## src/rtl/fht_twiddle_seq.sv

```systemverilog
// fht_twiddle_seq: twiddle-factor requester for the FHT butterfly datapath.
// For a requested stage it walks every twiddle index k, drives the twiddle
// ROM address, selects the quadrant-0 or quadrant-1 sin/cos pair once the
// registered ROM data arrives, and hands coefficients to the butterfly over
// a valid/ready stream backed by a 2-entry skid buffer.
//
// The ROM address register is loaded one cycle ahead of its request. An
// address counts as issued in the cycle it sits on oROM_ADDR, so the ROM
// samples it at the end of that same cycle. One setup cycle after start
// loads the first address. With this arrangement only one ROM read is ever
// in flight, and the credit check (count + inflight - pop < 2) cannot
// overflow the buffer while still sustaining one coefficient per cycle.
module fht_twiddle_seq #(
  parameter int W_BIT = 12,
  parameter int A_BIT = 8,
  parameter int S_BIT = 4
) (
  input  logic             iCLK,
  input  logic             iRESET,
  input  logic             iSTART,
  input  logic [S_BIT-1:0] iSTAGE,
  output logic [A_BIT-1:0] oROM_ADDR,
  input  logic [W_BIT-1:0] iROM_SIN_0,
  input  logic [W_BIT-1:0] iROM_COS_0,
  input  logic [W_BIT-1:0] iROM_SIN_1,
  input  logic [W_BIT-1:0] iROM_COS_1,
  output logic [W_BIT-1:0] oSIN,
  output logic [W_BIT-1:0] oCOS,
  output logic [A_BIT:0]   oK,
  output logic             oLAST,
  output logic             oVALID,
  input  logic             iREADY,
  output logic             oBUSY,
  output logic             oDONE,
  output logic             oERR
);

  localparam int H_BIT = A_BIT + 1;
  localparam logic [S_BIT-1:0] MAX_STAGE = S_BIT'(H_BIT);

  typedef enum logic [1:0] {
    IDLE  = 2'd0,
    ISSUE = 2'd1,
    DRAIN = 2'd2
  } state_t;

  state_t             state_reg;
  logic [S_BIT-1:0]   stage_reg;
  logic [H_BIT-1:0]   k_reg;
  logic               addr_ok_reg;   // oROM_ADDR currently holds h(k_reg)
  logic [A_BIT-1:0]   addr_reg;
  logic               busy_reg;
  logic               done_reg;
  logic               err_reg;

  // ROM read in flight: data appears on the ROM outputs this cycle
  logic               fly_reg;
  logic               fly_q_reg;
  logic               fly_last_reg;
  logic [H_BIT-1:0]   fly_k_reg;

  // Skid buffer, entry 0 is always the head
  logic [W_BIT-1:0]   sin_mem [2];
  logic [W_BIT-1:0]   cos_mem [2];
  logic [H_BIT-1:0]   k_mem   [2];
  logic               last_mem[2];
  logic [1:0]         count_reg;

  logic [S_BIT-1:0]   sh_amt;
  logic [H_BIT-1:0]   k_inc;
  logic [H_BIT-1:0]   h_cur;
  logic [H_BIT-1:0]   h_next;
  logic [H_BIT-1:0]   k_mask;
  logic               last_k;
  logic               pop;
  logic [1:0]         count_next;
  logic               issue;
  logic               wr_idx;
  logic [W_BIT-1:0]   rom_sin;
  logic [W_BIT-1:0]   rom_cos;

  // Index arithmetic, handshake and credit check for the current cycle
  always_comb begin
    sh_amt     = MAX_STAGE - stage_reg;
    k_inc      = k_reg + H_BIT'(1);
    h_cur      = k_reg << sh_amt;
    h_next     = k_inc << sh_amt;
    k_mask     = {H_BIT{1'b1}} >> sh_amt;
    last_k     = (k_reg == k_mask);
    pop        = (count_reg != 2'd0) && iREADY;
    count_next = count_reg + {1'b0, fly_reg} - {1'b0, pop};
    issue      = (state_reg == ISSUE) && addr_ok_reg && (count_next < 2'd2);
    // Incoming entry lands behind whatever survives this cycle's pop
    wr_idx     = (count_reg == 2'd2) || ((count_reg == 2'd1) && !pop);
    rom_sin    = fly_q_reg ? iROM_SIN_1 : iROM_SIN_0;
    rom_cos    = fly_q_reg ? iROM_COS_1 : iROM_COS_0;
  end

  // Control FSM: stage acceptance, address walk, in-flight tracking, status pulses
  always_ff @(posedge iCLK) begin
    if (!iRESET) begin
      state_reg    <= IDLE;
      stage_reg    <= '0;
      k_reg        <= '0;
      addr_ok_reg  <= 1'b0;
      addr_reg     <= '0;
      busy_reg     <= 1'b0;
      done_reg     <= 1'b0;
      err_reg      <= 1'b0;
      fly_reg      <= 1'b0;
      fly_q_reg    <= 1'b0;
      fly_last_reg <= 1'b0;
      fly_k_reg    <= '0;
    end else begin
      done_reg <= 1'b0;
      err_reg  <= 1'b0;
      fly_reg  <= issue;
      if (issue) begin
        fly_q_reg    <= h_cur[A_BIT];
        fly_last_reg <= last_k;
        fly_k_reg    <= k_reg;
      end
      case (state_reg)
        IDLE: begin
          if (iSTART) begin
            if (iSTAGE <= MAX_STAGE) begin
              stage_reg   <= iSTAGE;
              k_reg       <= '0;
              addr_ok_reg <= 1'b0;
              busy_reg    <= 1'b1;
              state_reg   <= ISSUE;
            end else begin
              err_reg <= 1'b1;
            end
          end
        end
        ISSUE: begin
          if (!addr_ok_reg) begin
            addr_reg    <= h_cur[A_BIT-1:0];
            addr_ok_reg <= 1'b1;
          end else if (issue) begin
            if (last_k) begin
              state_reg <= DRAIN;
            end else begin
              k_reg    <= k_inc;
              addr_reg <= h_next[A_BIT-1:0];
            end
          end
        end
        DRAIN: begin
          if ((count_next == 2'd0) && !fly_reg) begin
            done_reg  <= 1'b1;
            busy_reg  <= 1'b0;
            state_reg <= IDLE;
          end
        end
        default: state_reg <= IDLE;
      endcase
    end
  end

  // Skid buffer: shift on pop, capture ROM data arriving this cycle
  always_ff @(posedge iCLK) begin
    if (!iRESET) begin
      count_reg <= 2'd0;
      for (int i = 0; i < 2; i++) begin
        sin_mem[i]  <= '0;
        cos_mem[i]  <= '0;
        k_mem[i]    <= '0;
        last_mem[i] <= 1'b0;
      end
    end else begin
      count_reg <= count_next;
      if (pop) begin
        sin_mem[0]  <= sin_mem[1];
        cos_mem[0]  <= cos_mem[1];
        k_mem[0]    <= k_mem[1];
        last_mem[0] <= last_mem[1];
      end
      if (fly_reg) begin
        sin_mem[wr_idx]  <= rom_sin;
        cos_mem[wr_idx]  <= rom_cos;
        k_mem[wr_idx]    <= fly_k_reg;
        last_mem[wr_idx] <= fly_last_reg;
      end
    end
  end

  assign oROM_ADDR = addr_reg;
  assign oSIN      = sin_mem[0];
  assign oCOS      = cos_mem[0];
  assign oK        = k_mem[0];
  assign oLAST     = last_mem[0];
  assign oVALID    = (count_reg != 2'd0);
  assign oBUSY     = busy_reg;
  assign oDONE     = done_reg;
  assign oERR      = err_reg;

endmodule

```

## config.mk

```make
export PLATFORM = sky130hd
export DESIGN_NAME = fht_twiddle_seq
export DESIGN_NICKNAME = d
export VERILOG_FILES = /design/src/rtl/fht_twiddle_seq.sv
export SDC_FILE = /design/constraint.sdc
export NUM_CORES = 1
export LEC_CHECK = 0
export ABC_CLOCK_PERIOD_IN_PS = 6000
export CORE_MARGIN = 2
export CORE_UTILIZATION = 57
export CTS_CLUSTER_DIAMETER = 40
export DETAILED_ROUTE_END_ITERATION = 8
export MAX_ROUTING_LAYER = met4
export PLACE_DENSITY = 0.86
export SETUP_SLACK_MARGIN = 0.2
export SLEW_MARGIN = 10
export SYNTH_ARGS = -nofsm -noshare
export SYNTH_HDL_FRONTEND = slang
export SYNTH_SLANG_ARGS = --single-unit
```

## constraint.sdc

```tcl
create_clock -name iCLK -period 6 [get_ports iCLK]
set_input_delay 1.2 -clock iCLK [delete_from_list [all_inputs] [get_ports iCLK]]
set_output_delay 1.2 -clock iCLK [all_outputs]
set_load 0.005 [all_outputs]
```

==> flow_summary.json, run 1 <==
{
  "status": "finished, final reports clean",
  "cts_tree": "done",
  "grt.total_usage_pct": 24.1,
  "syn_to_final_growth_pct": 20.7,
  "io_buffer_count": 101,
  "tightest_slew_ps": 1130,
  "power-per-cell-area_nw_per_um2": 262,
  "min_from": "oBUSY$_SDFFE_PN0P_",
  "detailed_place_hpwl_um": 8890,
  "drt_iter0_markers": 249,
  "p_int_mw": 1.26,
  "synth_cells": 557,
  "reg2reg_depth": 9,
  "overflow": 0,
  "yosys_register_bits": 109,
  "setup_ws_ps": 1850,
  "synth.net_count": 619,
  "cts_hold_buf": 0,
  "hold_depth": 2,
  "p_comb_share_pct": 24.6,
  "slew_violations": 0,
  "chipHeight_um": 103,
  "seqCellArea_um2": 2840,
  "p_leak_nw": 2.36,
  "netlist_area_um2": 5620,
  "min_to": "oBUSY$_SDFFE_PN0P_",
  "hold_viol_final": 0,
  "power_switching_mw": 0.511,
  "fin_nets": 694,
  "multi_input_area_um2": 2510,
  "crit_arrival_ps": 4430,
  "place_congestion": 0.890,
  "synth_enable_flop_cells": 66,
  "ios": 102,
  "grt_first_pass_wirelength_um": 19500,
  "die_area_um2": 10700,
  "yosys_warnings": 0,
  "dpl_worst_slack_ps": 1440,
  "ir_worst_vdd_mv": 0.145,
  "path_clk_slew_ps": 110,
  "most-common-layout-cells": "clkdlybuf4s50_1, edfxtp_1, nor2_1, nand3_1, nand2_1",
  "hold_class": "flip-flop to flip-flop",
  "wl_per_cell_um": 16.5,
  "slew_headroom_pct": 24.3,
  "postCtsSetupRepairBufs": 0,
  "clk_path_buf_depth": 2,
  "pwr-share-seq_pct": 51.9,
  "numClockSinks": 109,
  "cts_inserted_buffers": 9,
  "fillers": 665,
  "layout_commonest_cell": "clkdlybuf4s50_1",
  "die_x_um": 103,
  "synth_cell_type_count": 64,
  "cts-root-buf": "clkbuf_8",
  "switching_share_pct": 28.8,
  "max-cap-violations": 0,
  "ant_nets": 0,
  "core_area_um2": 9680,
  "clock.fmax_mhz": 241,
  "grt_max_degree": 59,
  "finalSetupTns_ps": 0,
  "drc": 0,
  "clkLatencyLatePin_ps": 370,
  "yosysSeqAreaShare_pct": 50.6,
  "avgViaCountPerCell": 5.84,
  "routed_wl_um": 12700,
  "endpoint_kind": "flip-flop",
  "antenna_found_initial": 0,
  "grt_pass1_vias": 4091,
  "avgSynthCellArea_um2": 10.1,
  "path_class": "flip-flop to flip-flop",
  "h-tree-depth": 3,
  "synth-async-reset-ratio_pct": 0,
  "start_util_pct": 58.0,
  "required_ps": 6280,
  "skew_ps": 19.0,
  "cp-start-kind": "flip-flop",
  "fin_crit_ps": 4150,
  "reg_top3": "cos_mem: 24 flops, sin_mem: 24 flops, k_mem: 18 flops",
  "drt-pass1-iter-count": 5,
  "setup_viol": 0,
  "rows": 36,
  "power.share.clock_pct": 23.4,
  "holdWs_ps": 472,
  "synth_ff_type": "edfxtp_1",
  "r2r_setup_slack_ps": 1850,
  "r2r_start": "stage_reg[1]$_SDFFE_PN0P_",
  "drive_above_1_share_pct": 7.06,
  "ctsResizeCount": 0,
  "fin_crit_sh_pct": 69.2,
  "rsz0062_at_grt": "false",
  "antenna_cells": 0,
  "r2r-end": "oROM_ADDR[3]$_SDFFE_PN0P_",
  "cp_max_fo": 23,
  "num_vias": 4497,
  "finalPower_mw": 1.77
}
## logic make-up (layout without fill, tap and decap cells)
kind of cell / count (synthesis) / in the layout / share of synthesized area, %
flops: 109 / 109 / 50.6
fa+ha+maj: 6 / 6 / 1.34
xor+xnor: 9 / 9 / 1.96
mux: 47 / 47 / 9.29
simple gates: 216 / 216 / 18.6
compound gates: 118 / 118 / 13.2
buf+inv: 52 / 132 / 5.03
## worst max-delay path by stage
stage	start	end	slack, ps
after floorplan	iREADY	cos_mem[0][0]$_DFFE_PP_	2500
after global placement	iRESET	k_mem[0][3]$_DFFE_PP_	1700
after detailed placement	iRESET	cos_mem[0][0]$_DFFE_PP_	1440
after CTS	iRESET	cos_mem[0][0]$_DFFE_PP_	1850
after global routing	stage_reg[1]$_SDFFE_PN0P_	oROM_ADDR[7]$_SDFFE_PN0P_	1470
final	stage_reg[1]$_SDFFE_PN0P_	oROM_ADDR[3]$_SDFFE_PN0P_	1850
## worst max-delay path: stages, from the launching register on
cell and delay, ps:
dfxtp_1 850, clkinv_1 500, ha_1 850, nor3b_1 190, a211o_2 350, a21oi_1 220
nand4b_2 240, o31ai_4 620, nand3_1 150, o41ai_1 90
## metrics by stage
step / util (%) / area [um2] / cells
after floorplan: - / 5620 / 557
after global placement: 68.1 / 6590 / 754
after detailed placement: 68.1 / 6590 / 754
after CTS: 70.0 / 6780 / 770
after global routing: 70.0 / 6780 / 770
final: 70.0 / 6780 / 770
## cells in the mapped netlist, types with 7 or more instances
library cell | count | share of area, %
edfxtp_1 | 66 | 35
a211oi_1 | 7 | 0.94
nand2_1 | 50 | 3.3
clkbuf_1 | 22 | 1.5
a21oi_1 | 24 | 2.1
o21ai_0 | 46 | 4.1
and2_1 | 15 | 1.7
inv_1 | 9 | 0.60
mux2i_1 | 42 | 7.5
clkbuf_8 | 7 | 1.7
nor2_1 | 59 | 3.9
dfxtp_1 | 43 | 15
nand3_1 | 53 | 4.7
## routing by layer
metal	part of all wire (%)	wire [um]	up-vias	global-route usage, %
li1	-	-	2178	-
met1	40	5110	2095	28.4
met2	51	6450	196	42.2
met5	0	0	-	-
met3	7.3	924	28	3.83
met4	2.0	255	0	8.20
## layout make-up
type,instances,share of cell area (%)
sequential,109,41.9
multi-input combinational,396,37.0
timing repair buffer,105,15.4
tap,133,2.45
clock buffer,9,1.83
clock inverter,7,0.867
inverter,11,0.609
## power groups by stage
| stage | registers [mW] | clock network [mW] | logic, mW |
|---|---|---|---|
| floorplan | 0.932 | 0 | 0.238 |
| global placement | 0.933 | 0 | 0.424 |
| detailed placement | 0.938 | 0 | 0.435 |
| CTS | 0.921 | 0.422 | 0.438 |
| global route | 0.929 | 0.448 | 0.480 |
| finish | 0.921 | 0.415 | 0.437 |
Power figures use the tool's default switching activity.
==> run 2: changes to the inputs <==
--- a/config.mk
+++ b/config.mk
@@ -5,13 +5,13 @@
 export SDC_FILE = /design/constraint.sdc
 export NUM_CORES = 1
 export LEC_CHECK = 0
-export ABC_CLOCK_PERIOD_IN_PS = 6000
+export ABC_CLOCK_PERIOD_IN_PS = 4019
 export CORE_MARGIN = 2
-export CORE_UTILIZATION = 57
+export CORE_UTILIZATION = 53
 export CTS_CLUSTER_DIAMETER = 40
 export DETAILED_ROUTE_END_ITERATION = 8
 export MAX_ROUTING_LAYER = met4
-export PLACE_DENSITY = 0.86
+export PLACE_DENSITY = 0.81
 export SETUP_SLACK_MARGIN = 0.2
 export SLEW_MARGIN = 10
 export SYNTH_ARGS = -nofsm -noshare
==> constraint.sdc (replaced) <==
create_clock -name iCLK -period 4.02 [get_ports iCLK]
set_input_delay 0.804 -clock iCLK [delete_from_list [all_inputs] [get_ports iCLK]]
set_output_delay 0.804 -clock iCLK [all_outputs]
set_load 0.005 [all_outputs]
==> run 2 against run 1 <==
Flip-flop and latch count unchanged. Cell count increased by 1.3%. Die area increased by 7.2%. Highest routed layer unchanged. Utilization decreased by 3.9 points. Non-clock buffer count increased by 7. Setup slack got worse by 1200 ps. Register-to-register slack got worse by 1200 ps.
==> flow_summary.json, run 2 (synthesis gave the netlist of run 1 again) <==
{
  "r2r_start": "stage_reg[1]$_SDFFE_PN0P_",
  "clkLatencyLatePin_ps": 370,
  "start_util_pct": 54.4,
  "num_vias": 4484,
  "grt_max_degree": 39,
  "path_depth": 9,
  "p_comb_share_pct": 25.4,
  "finalPower_mw": 2.63,
  "power_switching_mw": 0.724,
  "cts_hold_buf": 0,
  "slew_headroom_pct": 54.8,
  "fillers": 797,
  "drive_above_1_share_pct": 7.45,
  "path_class": "flip-flop to flip-flop",
  "reg_top3": "cos_mem: 24 flops, sin_mem: 24 flops, k_mem: 18 flops",
  "p_leak_nw": 2.39,
  "min_to": "oBUSY$_SDFFE_PN0P_",
  "clock.fmax_mhz": 299,
  "antenna_found_initial": 0,
  "numClockSinks": 109,
  "detailed_place_hpwl_um": 9100,
  "io_buffer_count": 101,
  "crit_start": "stage_reg[1]$_SDFFE_PN0P_",
  "max-cap-violations": 0,
  "fin_crit_sh_pct": 83.1,
  "place_congestion": 0.945,
  "cp_num_buf_inv": 1,
  "rows": 37,
  "antenna_cells": 0,
  "clk_path_buf_depth": 2,
  "hold_class": "flip-flop to flip-flop",
  "chipHeight_um": 107,
  "switching_share_pct": 27.5,
  "setup_ws_ps": 680,
  "p_int_mw": 1.91,
  "ios": 102,
  "path_clk_slew_ps": 90,
  "reg2reg_depth": 9,
  "ant_nets": 0,
  "rsz0062_at_grt": "false",
  "design_area_um2": 6820,
  "required_ps": 4290,
  "cts_tree": "done",
  "ctsResizeCount": 0,
  "status": "finished, final reports clean",
  "slowest_stage": "ha_1",
  "min_from": "oBUSY$_SDFFE_PN0P_",
  "wl_per_cell_um": 16.3,
  "cp_max_fo": 23,
  "layout_commonest_cell": "clkdlybuf4s50_1",
  "slew_violations": 0,
  "r2r_setup_slack_ps": 680,
  "hold_depth": 2,
  "setup_viol": 0,
  "die_x_um": 107,
  "cts-root-buf": "clkbuf_8",
  "avgViaCountPerCell": 5.75,
  "cp-start-kind": "flip-flop",
  "most-common-layout-cells": "clkdlybuf4s50_1, edfxtp_1, nor2_1, nand3_1, nand2_1",
  "cp_cell_sequence": "clkinv_1 > ha_1 > nor3b_1 > a211o_2 > a21oi_1 > nand4b_2 > o31ai_4 > nand3_1 > o41ai_1",
  "grt_first_pass_wirelength_um": 21000,
  "grt_pass1_vias": 4400,
  "dpl_worst_slack_ps": 541,
  "syn_to_final_growth_pct": 21.4,
  "slowest_delay_ps": 810,
  "r2r-end": "oROM_ADDR[3]$_SDFFE_PN0P_",
  "ir_worst_vdd_mv": 0.182,
  "place_area_um2": 6650,
  "crit_arrival_ps": 3610,
  "power.share.clock_pct": 22.8,
  "die_area_um2": 11400,
  "pwr-share-seq_pct": 51.8,
  "drt-pass1-iter-count": 5,
  "overflow": 0,
  "drt_iter0_markers": 297,
  "core_area_um2": 10300,
  "skew_ps": 10.2,
  "cpLargestDelayFamily": "compound AO/OA/AOI/OAI gates",
  "fin_nets": 701,
  "tightest_slew_ps": 677,
  "hold_viol_final": 0,
  "finalSetupTns_ps": 0,
  "cts_inserted_buffers": 9,
  "endpoint_kind": "flip-flop",
  "routed_wl_um": 12700,
  "h-tree-depth": 3,
  "fin_crit_ps": 3340,
  "postCtsSetupRepairBufs": 0,
  "grt.total_usage_pct": 23.6,
  "power-per-cell-area_nw_per_um2": 386,
  "drc": 0
}
-- run 2: worst max path at each step --
stage	to
final	oROM_ADDR[3]$_SDFFE_PN0P_
after global routing	k_reg[5]$_SDFFE_PN0P_
after CTS	oROM_ADDR[3]$_SDFFE_PN0P_
after detailed placement	k_reg[8]$_SDFFE_PN0P_
after global placement	k_reg[8]$_SDFFE_PN0P_
after floorplan	cos_mem[0][0]$_DFFE_PP_
-- run 2: worst reg2reg max path, delay by kind of cell, from the launching register on --
family,cells,cell delay [ps]
AO/OA/AOI/OAI,4,1240
adder cells (fa/ha/maj),1,810
flip-flops,1,350
AND/OR/NAND/NOR,3,590
buffers and inverters,1,250
-- run 2: power by group through the flow --
stage                     sequential, mW  clock (mW)  combinational (mW)
after floorplan                     1.39           0               0.355
after global placement              1.38           0               0.648
after detailed placement            1.39           0               0.671
after CTS                           1.36       0.611               0.673
after global routing                1.38       0.653               0.734
final                               1.36       0.600               0.669
-- run 2: layer usage --
layer / GRT usage (%) / wire length [um] / vias up
li1: - / - / 2192
met1: 29.0 / 5200 / 2084
met2: 39.0 / 6240 / 184
met3: 5.41 / 980 / 24
met4: 7.42 / 250 / 0
met5: - / 0 / -
-- run 2: cell type report --
cell class	count	area (um2)	area share, %
Clock buffer	13	159	2.33
Tap cell	136	170	2.49
Timing Repair Buffer	112	1090	16.0
Multi-Input combinational cell	396	2500	36.7
Clock inverter	3	15.0	0.220
Sequential cell	109	2840	41.7
Inverter	11	41.3	0.605
-- run 2: stage by stage --
step                instances  utilization [%]  hold WS (ps)
floorplan                 557                -           432
global placement          764             64.4           445
detailed placement        764             64.4           457
CTS                       780             66.1           467
global route              780             66.1           499
finish                    780             66.1           466
==> run 3: changes to the inputs <==
--- a/config.mk
+++ b/config.mk
@@ -5,13 +5,13 @@
 export SDC_FILE = /design/constraint.sdc
 export NUM_CORES = 1
 export LEC_CHECK = 0
-export ABC_CLOCK_PERIOD_IN_PS = 4019
+export ABC_CLOCK_PERIOD_IN_PS = 2800
 export CORE_MARGIN = 2
-export CORE_UTILIZATION = 53
+export CORE_UTILIZATION = 48
 export CTS_CLUSTER_DIAMETER = 40
 export DETAILED_ROUTE_END_ITERATION = 8
 export MAX_ROUTING_LAYER = met4
-export PLACE_DENSITY = 0.81
+export PLACE_DENSITY = 0.77
 export SETUP_SLACK_MARGIN = 0.2
 export SLEW_MARGIN = 10
 export SYNTH_ARGS = -nofsm -noshare
==> constraint.sdc (replaced) <==
create_clock -name iCLK -period 2.8 [get_ports iCLK]
set_input_delay 0.56 -clock iCLK [delete_from_list [all_inputs] [get_ports iCLK]]
set_output_delay 0.56 -clock iCLK [all_outputs]
set_load 0.005 [all_outputs]
==> run 3 against run 2 <==
Flip-flop and latch count unchanged. Register-to-register slack worse by 350 ps. Via count up 2.6%. Combinational power up 70%. First-iteration DRC count down 24%. Clock skew about the same.
==> flow_summary.json, run 3 (synthesis gave the netlist of run 1 again) <==
{
  "most-common-layout-cells": "clkdlybuf4s50_1, edfxtp_1, nor2_1, nand3_1, nand2_1",
  "clock.fmax_mhz": 405,
  "status": "finished, final reports clean",
  "numClockSinks": 109,
  "setup_viol": 0,
  "drt_iter0_markers": 226,
  "fin_crit_sh_pct": 88.2,
  "wl_met2_um": 6320,
  "rows": 39,
  "drive_above_1_share_pct": 14.1,
  "die_x_um": 112,
  "routed_wl_um": 13000,
  "grt_max_degree": 58,
  "grt_first_pass_wirelength_um": 21000,
  "syn_to_final_growth_pct": 29.6,
  "ios": 102,
  "slew_violations": 0,
  "top_layer_used": "met4",
  "wl_met1_um": 5530,
  "slew_headroom_pct": 54.3,
  "post-route-util_pct": 63.8,
  "cts_tree": "done",
  "required_ps": 3030,
  "hold_class": "flip-flop to flip-flop",
  "crit_arrival_ps": 2700,
  "multi_input_area_um2": 2600,
  "min_to": "oBUSY$_SDFFE_PN0P_",
  "ir_worst_vdd_mv": 0.443,
  "drc": 0,
  "drt-pass1-iter-count": 6,
  "slowest_delay_ps": 320,
  "fin_nets": 730,
  "path_clk_slew_ps": 70,
  "hold_viol_final": 0,
  "antenna_found_initial": 0,
  "cp_max_fo": 4,
  "cts_inserted_buffers": 9,
  "p_leak_nw": 2.61,
  "grt_pass1_vias": 4315,
  "r2r-end": "k_reg[2]$_SDFFE_PN0P_",
  "max-cap-violations": 0,
  "reg2reg_depth": 15,
  "h-tree-depth": 3,
  "place_congestion": 0.850,
  "core_area_um2": 11400,
  "min_from": "oBUSY$_SDFFE_PN0P_",
  "num_vias": 4602,
  "cts-root-buf": "clkbuf_16",
  "layout_commonest_cell": "clkdlybuf4s50_1",
  "wl_per_cell_um": 15.9,
  "detailed_place_hpwl_um": 9190,
  "clkLatencyLatePin_ps": 340,
  "wl_met3_um": 887,
  "cp-start-kind": "flip-flop",
  "slowest_stage": "dfxtp_2",
  "io_buffer_count": 101,
  "overflow": 0,
  "reg_top3": "cos_mem: 24 flops, sin_mem: 24 flops, k_mem: 18 flops",
  "grt.total_usage_pct": 21.1,
  "chipHeight_um": 112,
  "rsz0062_at_grt": "false",
  "cp_cell_sequence": "or2_4 > nand2_2 > inv_2 > ha_1 > inv_1 > ha_2 > xor3_2 > nor3_4 > inv_2 > nand2_2 > o21ai_2 > buf_2 > buf_4 > o21ai_0 > a21oi_1",
  "fillers": 903,
  "ant_nets": 0,
  "path_class": "flip-flop to flip-flop",
  "endpoint_kind": "flip-flop",
  "avgViaCountPerCell": 5.64,
  "die_area_um2": 12600,
  "fin_crit_ps": 2470,
  "hold_depth": 2,
  "antenna_cells": 0,
  "cts_hold_buf": 0,
  "design_area_um2": 7280,
  "power-per-cell-area_nw_per_um2": 593,
  "skew_ps": 10.3,
  "r2r_setup_slack_ps": 330,
  "r2r_start": "count_reg[0]$_SDFF_PN0_",
  "tightest_slew_ps": 684,
  "start_util_pct": 49.2,
  "seqCellArea_um2": 2850,
  "clk_path_buf_depth": 2,
  "place_area_um2": 6830
}
## run 3: cell count changes in the layout (fill, tap and decap cells not counted), moves of 4 or more
cell       before  now
inv_1          11    7
clkbuf_8       11    0
clkbuf_16       0    9
buf_4          11   34
## run 3: worst max-delay path, delay by kind of cell, from the launching register on
kind,cells,cell delay (ps)
and+or+nand+nor,4,540
xor gates and xnor gates,1,290
DFF,1,320
AOI/OAI and AO/OA,3,340
buffers and inverters,5,440
adders and majority gates,2,420
## run 3: repair_timing
action	CTS	global route
pin swaps	12	5
setup buffers	6	3
endpoints found under the hold margin	0	0
gates cloned	2	0
endpoints found under the setup margin	14	21
resized for setup	14	10
## run 3: worst max path at each step
stage / slack, ps / startpoint / end / cells past startpoint
floorplan: 150 / count_reg[1]$_SDFF_PN0_ / k_reg[8]$_SDFFE_PN0P_ / 13
global placement: -150 / iREADY / k_reg[8]$_SDFFE_PN0P_ / 13
detailed placement: -250 / iREADY / oROM_ADDR[6]$_SDFFE_PN0P_ / 11
CTS: 200 / count_reg[0]$_SDFF_PN0_ / k_reg[5]$_SDFFE_PN0P_ / 15
global route: 200 / stage_reg[2]$_SDFFE_PN0P_ / k_reg[0]$_SDFFE_PN0P_ / 11
finish: 330 / count_reg[0]$_SDFF_PN0_ / k_reg[2]$_SDFFE_PN0P_ / 15
## run 3: power by group
group          internal [mW]  switching (mW)  leakage (nW)  total, mW
clock                  0.691           0.544         0.139       1.24
combinational          0.595           0.546          1.44       1.14
sequential              1.89          0.0512          1.03       1.94
total                   3.18            1.14          2.61       4.32
## run 3: per-stage QoR
stage	hold slack, ps	TNS, ps	setup WS, ps	instances	power [mW]
detailed placement	451	-2490	-246	789	3.02
global placement	447	-1100	-153	789	2.99
finish	457	0	331	816	4.32
CTS	459	0	198	813	4.31
global route	492	0	202	816	4.52
floorplan	432	0	150	557	2.51
## run 3: per-layer routing
layer  vias to the layer above  global-route usage (%)
met2                       163                    34.7
met5                         -                       -
met1                      2168                    26.4
met4                         0                    6.42
met3                        18                    4.64
li1                       2253                       -
## run 3: final cells by class
class                           count  area share, %
Sequential cell                   109           39.1
Multi-Input combinational cell    397           35.7
Timing Repair Buffer              140           18.2
Clock buffer                       10           3.14
Tap cell                          143           2.46
Clock inverter                      6          0.842
Inverter                           11          0.567
